File: src/rtl/farrow_interp_mc.sv
// Multi-channel pipelined Farrow fractional-delay interpolator (linear / parabolic alpha=0.5).
// Per-channel 4-tap history; 5-cycle latency from sample accept to registered output.
module farrow_interp_mc #(
    parameter int DW   = 16,
    parameter int FRAC = 14,
    parameter int NCH  = 1,
    parameter int CHW  = (NCH > 1) ? $clog2(NCH) : 1
) (
    input  logic                   clk,
    input  logic                   rst,
    input  logic                   enable_in,
    input  logic                   mode_in,
    input  logic [CHW-1:0]         ch_in,
    input  logic signed [FRAC+1:0] mu_in,
    input  logic signed [DW-1:0]   data_in,
    output logic signed [DW-1:0]   data_out,
    output logic                   enable_out,
    output logic [CHW-1:0]         ch_out,
    output logic                   sat_out
);
    localparam int MUC = FRAC + 1;
    localparam int S2W = DW + 2;
    localparam int S1W = DW + 3;
    localparam int DFW = DW + 1;
    localparam int PW1 = DW + FRAC + 4;
    localparam int PW2 = PW1 + FRAC + 2;

    localparam logic [MUC-1:0]        MU_ONE = MUC'(1) << FRAC;
    localparam logic signed [PW2-1:0] RND_P  = PW2'(1) << (2 * FRAC);
    localparam logic signed [PW2-1:0] RND_L  = PW2'(1) << (FRAC - 1);
    localparam logic signed [PW2-1:0] Y_MAX  = (PW2'(1) << (DW - 1)) - PW2'(1);
    localparam logic signed [PW2-1:0] Y_MIN  = -(PW2'(1) << (DW - 1));

    logic signed [DW-1:0] hist_q [NCH][4];
    logic signed [DW-1:0] hist_d [NCH][4];
    logic                 hit, acc;
    logic signed [DW-1:0] tap0, tap1, tap2;
    logic [MUC-1:0]       mu_clamp;

    logic                 v1_q, v1_d, mode1_q, mode1_d;
    logic [CHW-1:0]       ch1_q, ch1_d;
    logic [MUC-1:0]       mu1_q, mu1_d;
    logic signed [DW-1:0] x0_1_q, x0_1_d, x1_1_q, x1_1_d, x2_1_q, x2_1_d, x3_1_q, x3_1_d;

    logic                  v2_q, v2_d, mode2_q, mode2_d;
    logic [CHW-1:0]        ch2_q, ch2_d;
    logic [MUC-1:0]        mu2_q, mu2_d;
    logic signed [DW-1:0]  x2_2_q, x2_2_d;
    logic signed [S2W-1:0] s2_2_q, s2_2_d;
    logic signed [S1W-1:0] s1_2_q, s1_2_d;
    logic signed [DFW-1:0] dif_2_q, dif_2_d;

    logic                  v3_q, v3_d, mode3_q, mode3_d;
    logic [CHW-1:0]        ch3_q, ch3_d;
    logic [MUC-1:0]        mu3_q, mu3_d;
    logic signed [DW-1:0]  x2_3_q, x2_3_d;
    logic signed [PW1-1:0] p1_3_q, p1_3_d;

    logic                  v4_q, v4_d, mode4_q, mode4_d;
    logic [CHW-1:0]        ch4_q, ch4_d;
    logic signed [DW-1:0]  x2_4_q, x2_4_d;
    logic signed [PW2-1:0] p2_4_q, p2_4_d;

    logic                  v5_q, v5_d;
    logic [CHW-1:0]        ch5_q, ch5_d;
    logic signed [PW2-1:0] y5_q, y5_d;

    logic                  enable_out_q, enable_out_d, sat_out_q, sat_out_d;
    logic [CHW-1:0]        ch_out_q, ch_out_d;
    logic signed [DW-1:0]  data_out_q, data_out_d;

    // Sign-extended operands so every arithmetic node is evaluated at full width.
    logic signed [S1W-1:0] e0, e1, e2, e3;
    logic signed [PW1-1:0] s2_w, s1_w, dif_w, mu_w1;
    logic signed [PW2-1:0] p1_w2, mu_w2, x2_w, rnd_p, rnd_l;

    assign e0    = S1W'(x0_1_q);
    assign e1    = S1W'(x1_1_q);
    assign e2    = S1W'(x2_1_q);
    assign e3    = S1W'(x3_1_q);
    assign s2_w  = PW1'(s2_2_q);
    assign s1_w  = PW1'(s1_2_q);
    assign dif_w = PW1'(dif_2_q);
    assign mu_w1 = PW1'(mu2_q);
    assign p1_w2 = PW2'(p1_3_q);
    assign mu_w2 = PW2'(mu3_q);
    assign x2_w  = PW2'(x2_4_q);
    assign rnd_p = (p2_4_q + RND_P) >>> (2 * FRAC + 1);
    assign rnd_l = (p2_4_q + RND_L) >>> FRAC;

    always_comb begin
        hit  = 1'b0;
        tap0 = '0;
        tap1 = '0;
        tap2 = '0;
        for (int c = 0; c < NCH; c++) begin
            if (ch_in == CHW'(c)) begin
                hit  = 1'b1;
                tap0 = hist_q[c][0];
                tap1 = hist_q[c][1];
                tap2 = hist_q[c][2];
            end
        end
        acc    = enable_in & hit;
        hist_d = hist_q;
        for (int c = 0; c < NCH; c++) begin
            if (acc && ch_in == CHW'(c)) begin
                hist_d[c][0] = data_in;
                hist_d[c][1] = hist_q[c][0];
                hist_d[c][2] = hist_q[c][1];
                hist_d[c][3] = hist_q[c][2];
            end
        end

        if (mu_in[FRAC+1])
            mu_clamp = '0;
        else if (mu_in[FRAC:0] > MU_ONE)
            mu_clamp = MU_ONE;
        else
            mu_clamp = mu_in[FRAC:0];

        v1_d    = acc;
        mode1_d = mode_in;
        ch1_d   = ch_in;
        mu1_d   = mu_clamp;
        x0_1_d  = data_in;
        x1_1_d  = tap0;
        x2_1_d  = tap1;
        x3_1_d  = tap2;

        v2_d    = v1_q;
        mode2_d = mode1_q;
        ch2_d   = ch1_q;
        mu2_d   = mu1_q;
        x2_2_d  = x2_1_q;
        s2_2_d  = S2W'(e0 - e1 - e2 + e3);
        s1_2_d  = (e1 <<< 1) + e1 - e0 - e2 - e3;
        dif_2_d = DFW'(e1 - e2);

        v3_d    = v2_q;
        mode3_d = mode2_q;
        ch3_d   = ch2_q;
        mu3_d   = mu2_q;
        x2_3_d  = x2_2_q;
        p1_3_d  = mode2_q ? (s2_w * mu_w1 + (s1_w <<< FRAC)) : (dif_w * mu_w1);

        v4_d    = v3_q;
        mode4_d = mode3_q;
        ch4_d   = ch3_q;
        x2_4_d  = x2_3_q;
        p2_4_d  = mode3_q ? (p1_w2 * mu_w2) : p1_w2;

        v5_d    = v4_q;
        ch5_d   = ch4_q;
        y5_d    = (mode4_q ? rnd_p : rnd_l) + x2_w;

        // Outputs hold their last values across bubbles.
        enable_out_d = v5_q;
        data_out_d   = data_out_q;
        ch_out_d     = ch_out_q;
        sat_out_d    = sat_out_q;
        if (v5_q) begin
            ch_out_d = ch5_q;
            if (y5_q > Y_MAX) begin
                data_out_d = Y_MAX[DW-1:0];
                sat_out_d  = 1'b1;
            end else if (y5_q < Y_MIN) begin
                data_out_d = Y_MIN[DW-1:0];
                sat_out_d  = 1'b1;
            end else begin
                data_out_d = y5_q[DW-1:0];
                sat_out_d  = 1'b0;
            end
        end
    end

    always_ff @(posedge clk) begin
        if (rst) begin
            for (int c = 0; c < NCH; c++)
                for (int t = 0; t < 4; t++)
                    hist_q[c][t] <= '0;
            v1_q <= 1'b0; mode1_q <= 1'b0; ch1_q <= '0; mu1_q <= '0;
            x0_1_q <= '0; x1_1_q <= '0; x2_1_q <= '0; x3_1_q <= '0;
            v2_q <= 1'b0; mode2_q <= 1'b0; ch2_q <= '0; mu2_q <= '0;
            x2_2_q <= '0; s2_2_q <= '0; s1_2_q <= '0; dif_2_q <= '0;
            v3_q <= 1'b0; mode3_q <= 1'b0; ch3_q <= '0; mu3_q <= '0;
            x2_3_q <= '0; p1_3_q <= '0;
            v4_q <= 1'b0; mode4_q <= 1'b0; ch4_q <= '0; x2_4_q <= '0; p2_4_q <= '0;
            v5_q <= 1'b0; ch5_q <= '0; y5_q <= '0;
            enable_out_q <= 1'b0; data_out_q <= '0; ch_out_q <= '0; sat_out_q <= 1'b0;
        end else begin
            for (int c = 0; c < NCH; c++)
                for (int t = 0; t < 4; t++)
                    hist_q[c][t] <= hist_d[c][t];
            v1_q <= v1_d; mode1_q <= mode1_d; ch1_q <= ch1_d; mu1_q <= mu1_d;
            x0_1_q <= x0_1_d; x1_1_q <= x1_1_d; x2_1_q <= x2_1_d; x3_1_q <= x3_1_d;
            v2_q <= v2_d; mode2_q <= mode2_d; ch2_q <= ch2_d; mu2_q <= mu2_d;
            x2_2_q <= x2_2_d; s2_2_q <= s2_2_d; s1_2_q <= s1_2_d; dif_2_q <= dif_2_d;
            v3_q <= v3_d; mode3_q <= mode3_d; ch3_q <= ch3_d; mu3_q <= mu3_d;
            x2_3_q <= x2_3_d; p1_3_q <= p1_3_d;
            v4_q <= v4_d; mode4_q <= mode4_d; ch4_q <= ch4_d; x2_4_q <= x2_4_d; p2_4_q <= p2_4_d;
            v5_q <= v5_d; ch5_q <= ch5_d; y5_q <= y5_d;
            enable_out_q <= enable_out_d; data_out_q <= data_out_d;
            ch_out_q <= ch_out_d; sat_out_q <= sat_out_d;
        end
    end

    assign data_out   = data_out_q;
    assign enable_out = enable_out_q;
    assign ch_out     = ch_out_q;
    assign sat_out    = sat_out_q;
endmodule

File: config.mk
export PLATFORM = sky130hd
export DESIGN_NAME = farrow_interp_mc
export DESIGN_NICKNAME = d
export VERILOG_FILES = /design/src/rtl/farrow_interp_mc.sv
export SDC_FILE = /design/constraint.sdc
export NUM_CORES = 2
export LEC_CHECK = 0
export CORE_MARGIN = 10
export CORE_UTILIZATION = 61
export DETAILED_ROUTE_END_ITERATION = 10
export GPL_TIMING_DRIVEN = 0
export HOLD_SLACK_MARGIN = 0.12
export PLACE_DENSITY = 0.89
export SLEW_MARGIN = 0
export SYNTH_ARGS = -nofsm -noshare
export SYNTH_HDL_FRONTEND = slang
export SYNTH_SLANG_ARGS = --single-unit
File: constraint.sdc
create_clock -name clk -period 20.6 [get_ports clk]
set_clock_uncertainty 0.2 [all_clocks]
set_input_delay 3.09 -clock clk [delete_from_list [all_inputs] [get_ports clk]]
set_output_delay 3.09 -clock clk [all_outputs]
set_load 0.005 [all_outputs]
==> metrics.log <==
INFO  metric number_of_violations_of_the_max_capacitance_limit = 2
INFO  metric synth_top_family_by_area = adder cells
INFO  metric required = 20780 ps
INFO  metric postSynthRegisterBits = 413
INFO  metric syn_warnings = 0
INFO  metric yosysMostFrequentCell = inv_1
INFO  metric syn_to_final_growth = 6.23%
INFO  metric synth_adder_area_share = 0.477
INFO  metric fillers = ~7200
INFO  metric min-delay-path-class = register to register
INFO  metric cp_num_buf_inv = 8
INFO  metric cts_buffers = 42
INFO  metric remaining_drc_errors = 0
INFO  metric antenna_viol_nets_final = 0
INFO  metric area_taken_by_multi_input_logic_gates = 43000 um2
INFO  metric synth_top_cell_area_share = 0.388
INFO  metric synthArstFlopShare = 0
INFO  metric starting_density = 0.615
INFO  metric numPortBuffers = between 50 and 60
INFO  metric ctsHoldBuffers = 0
INFO  metric post_synth_instance_area = 57300 um2
INFO  metric post_drt_wl_per_cell = 22.0 um
INFO  metric drive_gt1_frac = 0.0159
INFO  metric post-synth-top-area-cell = fa_1
INFO  metric critical_path.slowest_cell = clkbuf_1
INFO  metric syn_inst = about 6400
INFO  metric worst_path_most_repeated_cell = fa_1
INFO  metric worst_skew_pair.late_latency = around 600 ps
INFO  metric achievable-frequency = between 100 and 150 MHz
INFO  metric postCtsResizedCells = 0
INFO  metric first_global_vias = 49200
INFO  metric timing_hold_violations_final = 0
INFO  metric final.period_utilization = 0.444
INFO  metric hpwl = roughly 140 mm
INFO  metric clock_tree_from_tritoncts = yes
INFO  metric p_leak = ~29 nW
INFO  metric gr-total-overflow = 0
INFO  metric post_synth_num_cell_types = 85
INFO  metric syn-num-nets = 7910
INFO  metric cp-start-kind = register
INFO  metric max-slew-margin-rel = -0.0615
INFO  metric grt_first_pass_wirelength = 268 mm
INFO  metric drt_iter0_drc = roughly 4500
INFO  metric crit_fanout = 10
INFO  metric finalSetupTns = 0 ps
INFO  metric violations_in_the_final_reports = max-capacitance violations, max-slew violations
INFO  metric delay_heaviest_family_cp = adder cells
INFO  metric ys.flop_type = dfxtp_1
INFO  metric vias_per_cell = around 5.9
INFO  metric synth_area_per_cell = 9.01 um2
INFO  metric synth_compound_area_frac = 0.0685
INFO  metric fin_nets = approximately 8000
INFO  metric synthMuxAreaShare = 0.00465
INFO  metric ys_top_cells_by_count = inv_1 (1335), fa_1 (1111), nand2_1 (829), and2_1 (499), dfxtp_1 (413)
INFO  metric cts_buffer_depth = 3
INFO  metric wl = around 170 mm
INFO  metric finalInstanceArea = roughly 61000 um2
INFO  metric cts_sinks = just over 400
INFO  metric crit_path_max_incr_delay = roughly 1200 ps
INFO  metric placement.cell_area = 59400 um2
INFO  metric worst-endpoint-arrival = 9320 ps
INFO  metric outcome = complete, but fails checks
INFO  metric power_total = between 0.002 and 0.0025 W
INFO  metric floorplan.die_area = ~110000 um2
INFO  metric rsz0062_at_grt = no
INFO  metric power_density = approximately 38 nW/um2
INFO  metric peakVddDrop = 0.000103 V
INFO  metric worst_setup_hold_path_clk_slew = 70 ps
INFO  metric post-cts-setup-buffers = 0
INFO  metric yosys.area_share.xor_xnor = 0.0324
INFO  metric floorplan.io_pins = between 50 and 60
INFO  metric number_of_levels_the_h_tree_was_split_into = 2
INFO  metric grt_usage = 0.322
INFO  metric die-height = 326 um
INFO  metric yosysSeqAreaShare = 0.144
INFO  metric num_vias = between 40000 and 50000
INFO  metric timing_worst_setup_path_type = register to register
INFO  metric synth_top_cells_by_area = fa_1 (39%), dfxtp_1 (14%), ha_1 (8.9%), inv_1 (8.7%), and2_1 (5.4%)
INFO  metric yosys.area_share.simple = 0.168
INFO  metric finalWeightedCongestion = approximately 1.0
INFO  metric post_synth_edffs = 0
INFO  metric die_x = approximately 330 um
INFO  metric cts_root_buf = clkbuf_16
INFO  metric finalSetupViolations = 0
INFO  metric grt_max_degree = 22
INFO  metric detailedRoute.firstPassIterationCount = 9
INFO  metric final-seq-area = about 8300 um2
INFO  metric endpoint_kind = register
INFO  metric period_needed = 9140 ps
INFO  metric floorplan.rows = between 100 and 150
INFO  metric grt_antenna_before_repair = 8
INFO  metric std_cell_core_area = between 90000 and 100000 um2
INFO  metric max_slew.worst_pin.slew = 1590 ps
INFO  metric finalMaxSlewViolations = 21
## per-stage QoR
stage / cells / hold WS (ps) / utilization / setup slack, ps
floorplan: 6356 / 214 / - / 13900
global placement: 7665 / 218 / 0.637 / 12080
detailed placement: 7665 / 220 / 0.637 / 11820
CTS: 7738 / 212 / 0.653 / 11820
global route: 7740 / 230 / 0.653 / 11460
finish: 7742 / 209 / 0.653 / 11460
## final timing paths
| check | from | to | slack, ps | cells past startpoint |
|---|---|---|---|---|
| setup reg to reg | mu2_q[8]$_SDFF_PP0_ | p1_3_q[32]$_SDFF_PP0_ | 11460 | 25 |
| hold / removal | mu1_q[3]$_SDFF_PP0_ | mu2_q[3]$_SDFF_PP0_ | 210 | 1 |
| hold reg to reg | mu1_q[3]$_SDFF_PP0_ | mu2_q[3]$_SDFF_PP0_ | 210 | 1 |
| setup / recovery | mu2_q[8]$_SDFF_PP0_ | p1_3_q[32]$_SDFF_PP0_ | 11460 | 25 |
## cell families after synthesis
logic type	Yosys count
AO/OA/AOI/OAI	601
XOR/XNOR	212
adder cells (fa/ha/maj)	1517
buffers and inverters	1608
flip-flops	413
multiplexers	26
AND/OR/NAND/NOR	1979
## area by class of cell
class	instances	area share
inverter	1335	0.0824
multi-input combinational	4335	0.706
clock inverter	20	0.00473
antenna	4	0.000164
clock buffer	53	0.0189
tap	1254	0.0258
buffer	273	0.0169
sequential	413	0.136
timing repair buffer	55	0.00905
## routing by layer
layer	global-route usage	vias to the layer above	share of wire
li1	-	19300	-
met1	0.394	22300	0.36
met2	0.506	2796	0.45
met3	0.0891	854	0.12
met4	0.197	2	0.073
met5	0	-	0.000047
## sequential cells by signal, indices dropped and copies added (netlist names), 15 cells and up
| register | count |
|---|---|
| mu2_q | 15 |
| data_out | 16 |
| hist_q | 48 |
| mu3_q | 15 |
| y5_q | 50 |
| p2_4_q | 37 |
| x1_1_q | 16 |
| x2_2_q | 16 |
| x2_3_q | 16 |
| mu1_q | 15 |
| p1_3_q | 34 |
| x2_4_q | 16 |
| s2_2_q | 18 |
| x3_1_q | 16 |
| x2_1_q | 16 |
| x0_1_q | 16 |
| dif_2_q | 17 |
| s1_2_q | 19 |
## layout by cell type, fill, tap and decap left out, types with 22 or more instances in the layout
| master | netlist | final |
|---|---|---|
| a211oi_1 | 40 | 40 |
| a21o_1 | 55 | 55 |
| a21oi_1 | 208 | 208 |
| and2_1 | 499 | 499 |
| and3_1 | 26 | 26 |
| clkbuf_1 | 257 | 262 |
| clkbuf_16 | 0 | 42 |
| clkdlybuf4s50_1 | 0 | 55 |
| dfxtp_1 | 413 | 413 |
| fa_1 | 1111 | 1111 |
| ha_1 | 406 | 406 |
| inv_1 | 1335 | 1335 |
| mux2i_1 | 24 | 24 |
| nand2_1 | 829 | 829 |
| nand2b_1 | 28 | 28 |
| nand3_1 | 50 | 50 |
| nand4_1 | 39 | 39 |
| nor2_1 | 258 | 258 |
| nor2b_1 | 120 | 120 |
| nor3_1 | 54 | 54 |
| o21a_1 | 33 | 33 |
| o21ai_0 | 87 | 87 |
| o21bai_1 | 22 | 22 |
| xnor2_1 | 144 | 144 |
| xor2_1 | 68 | 68 |
## power by group
part           switching, W  internal (W)  leakage (nW)
clock network      0.000343      0.000456         0.704
registers         0.0000608      0.000836          3.35
logic              0.000403      0.000206          25.0
total              0.000807       0.00150          29.0
## worst register-to-register path, stage by stage, from the launching register on
cell and delay (ps):
dfxtp_1 320, clkbuf_1 1150, clkbuf_1 750, nand2_1 190
fa_1 550, inv_1 50, fa_1 380, inv_1 90
fa_1 390, inv_1 100, fa_1 440, fa_1 550
inv_1 60, fa_1 530, inv_1 50, ha_1 280
clkbuf_1 220, a21oi_1 180, o21ai_0 140, o211ai_1 320
a21oi_1 180, o31a_1 380, o41ai_2 400, nor2_1 130
a211oi_1 530, o21ai_0 370
Note: power is estimated with default switching activity, not from simulation.
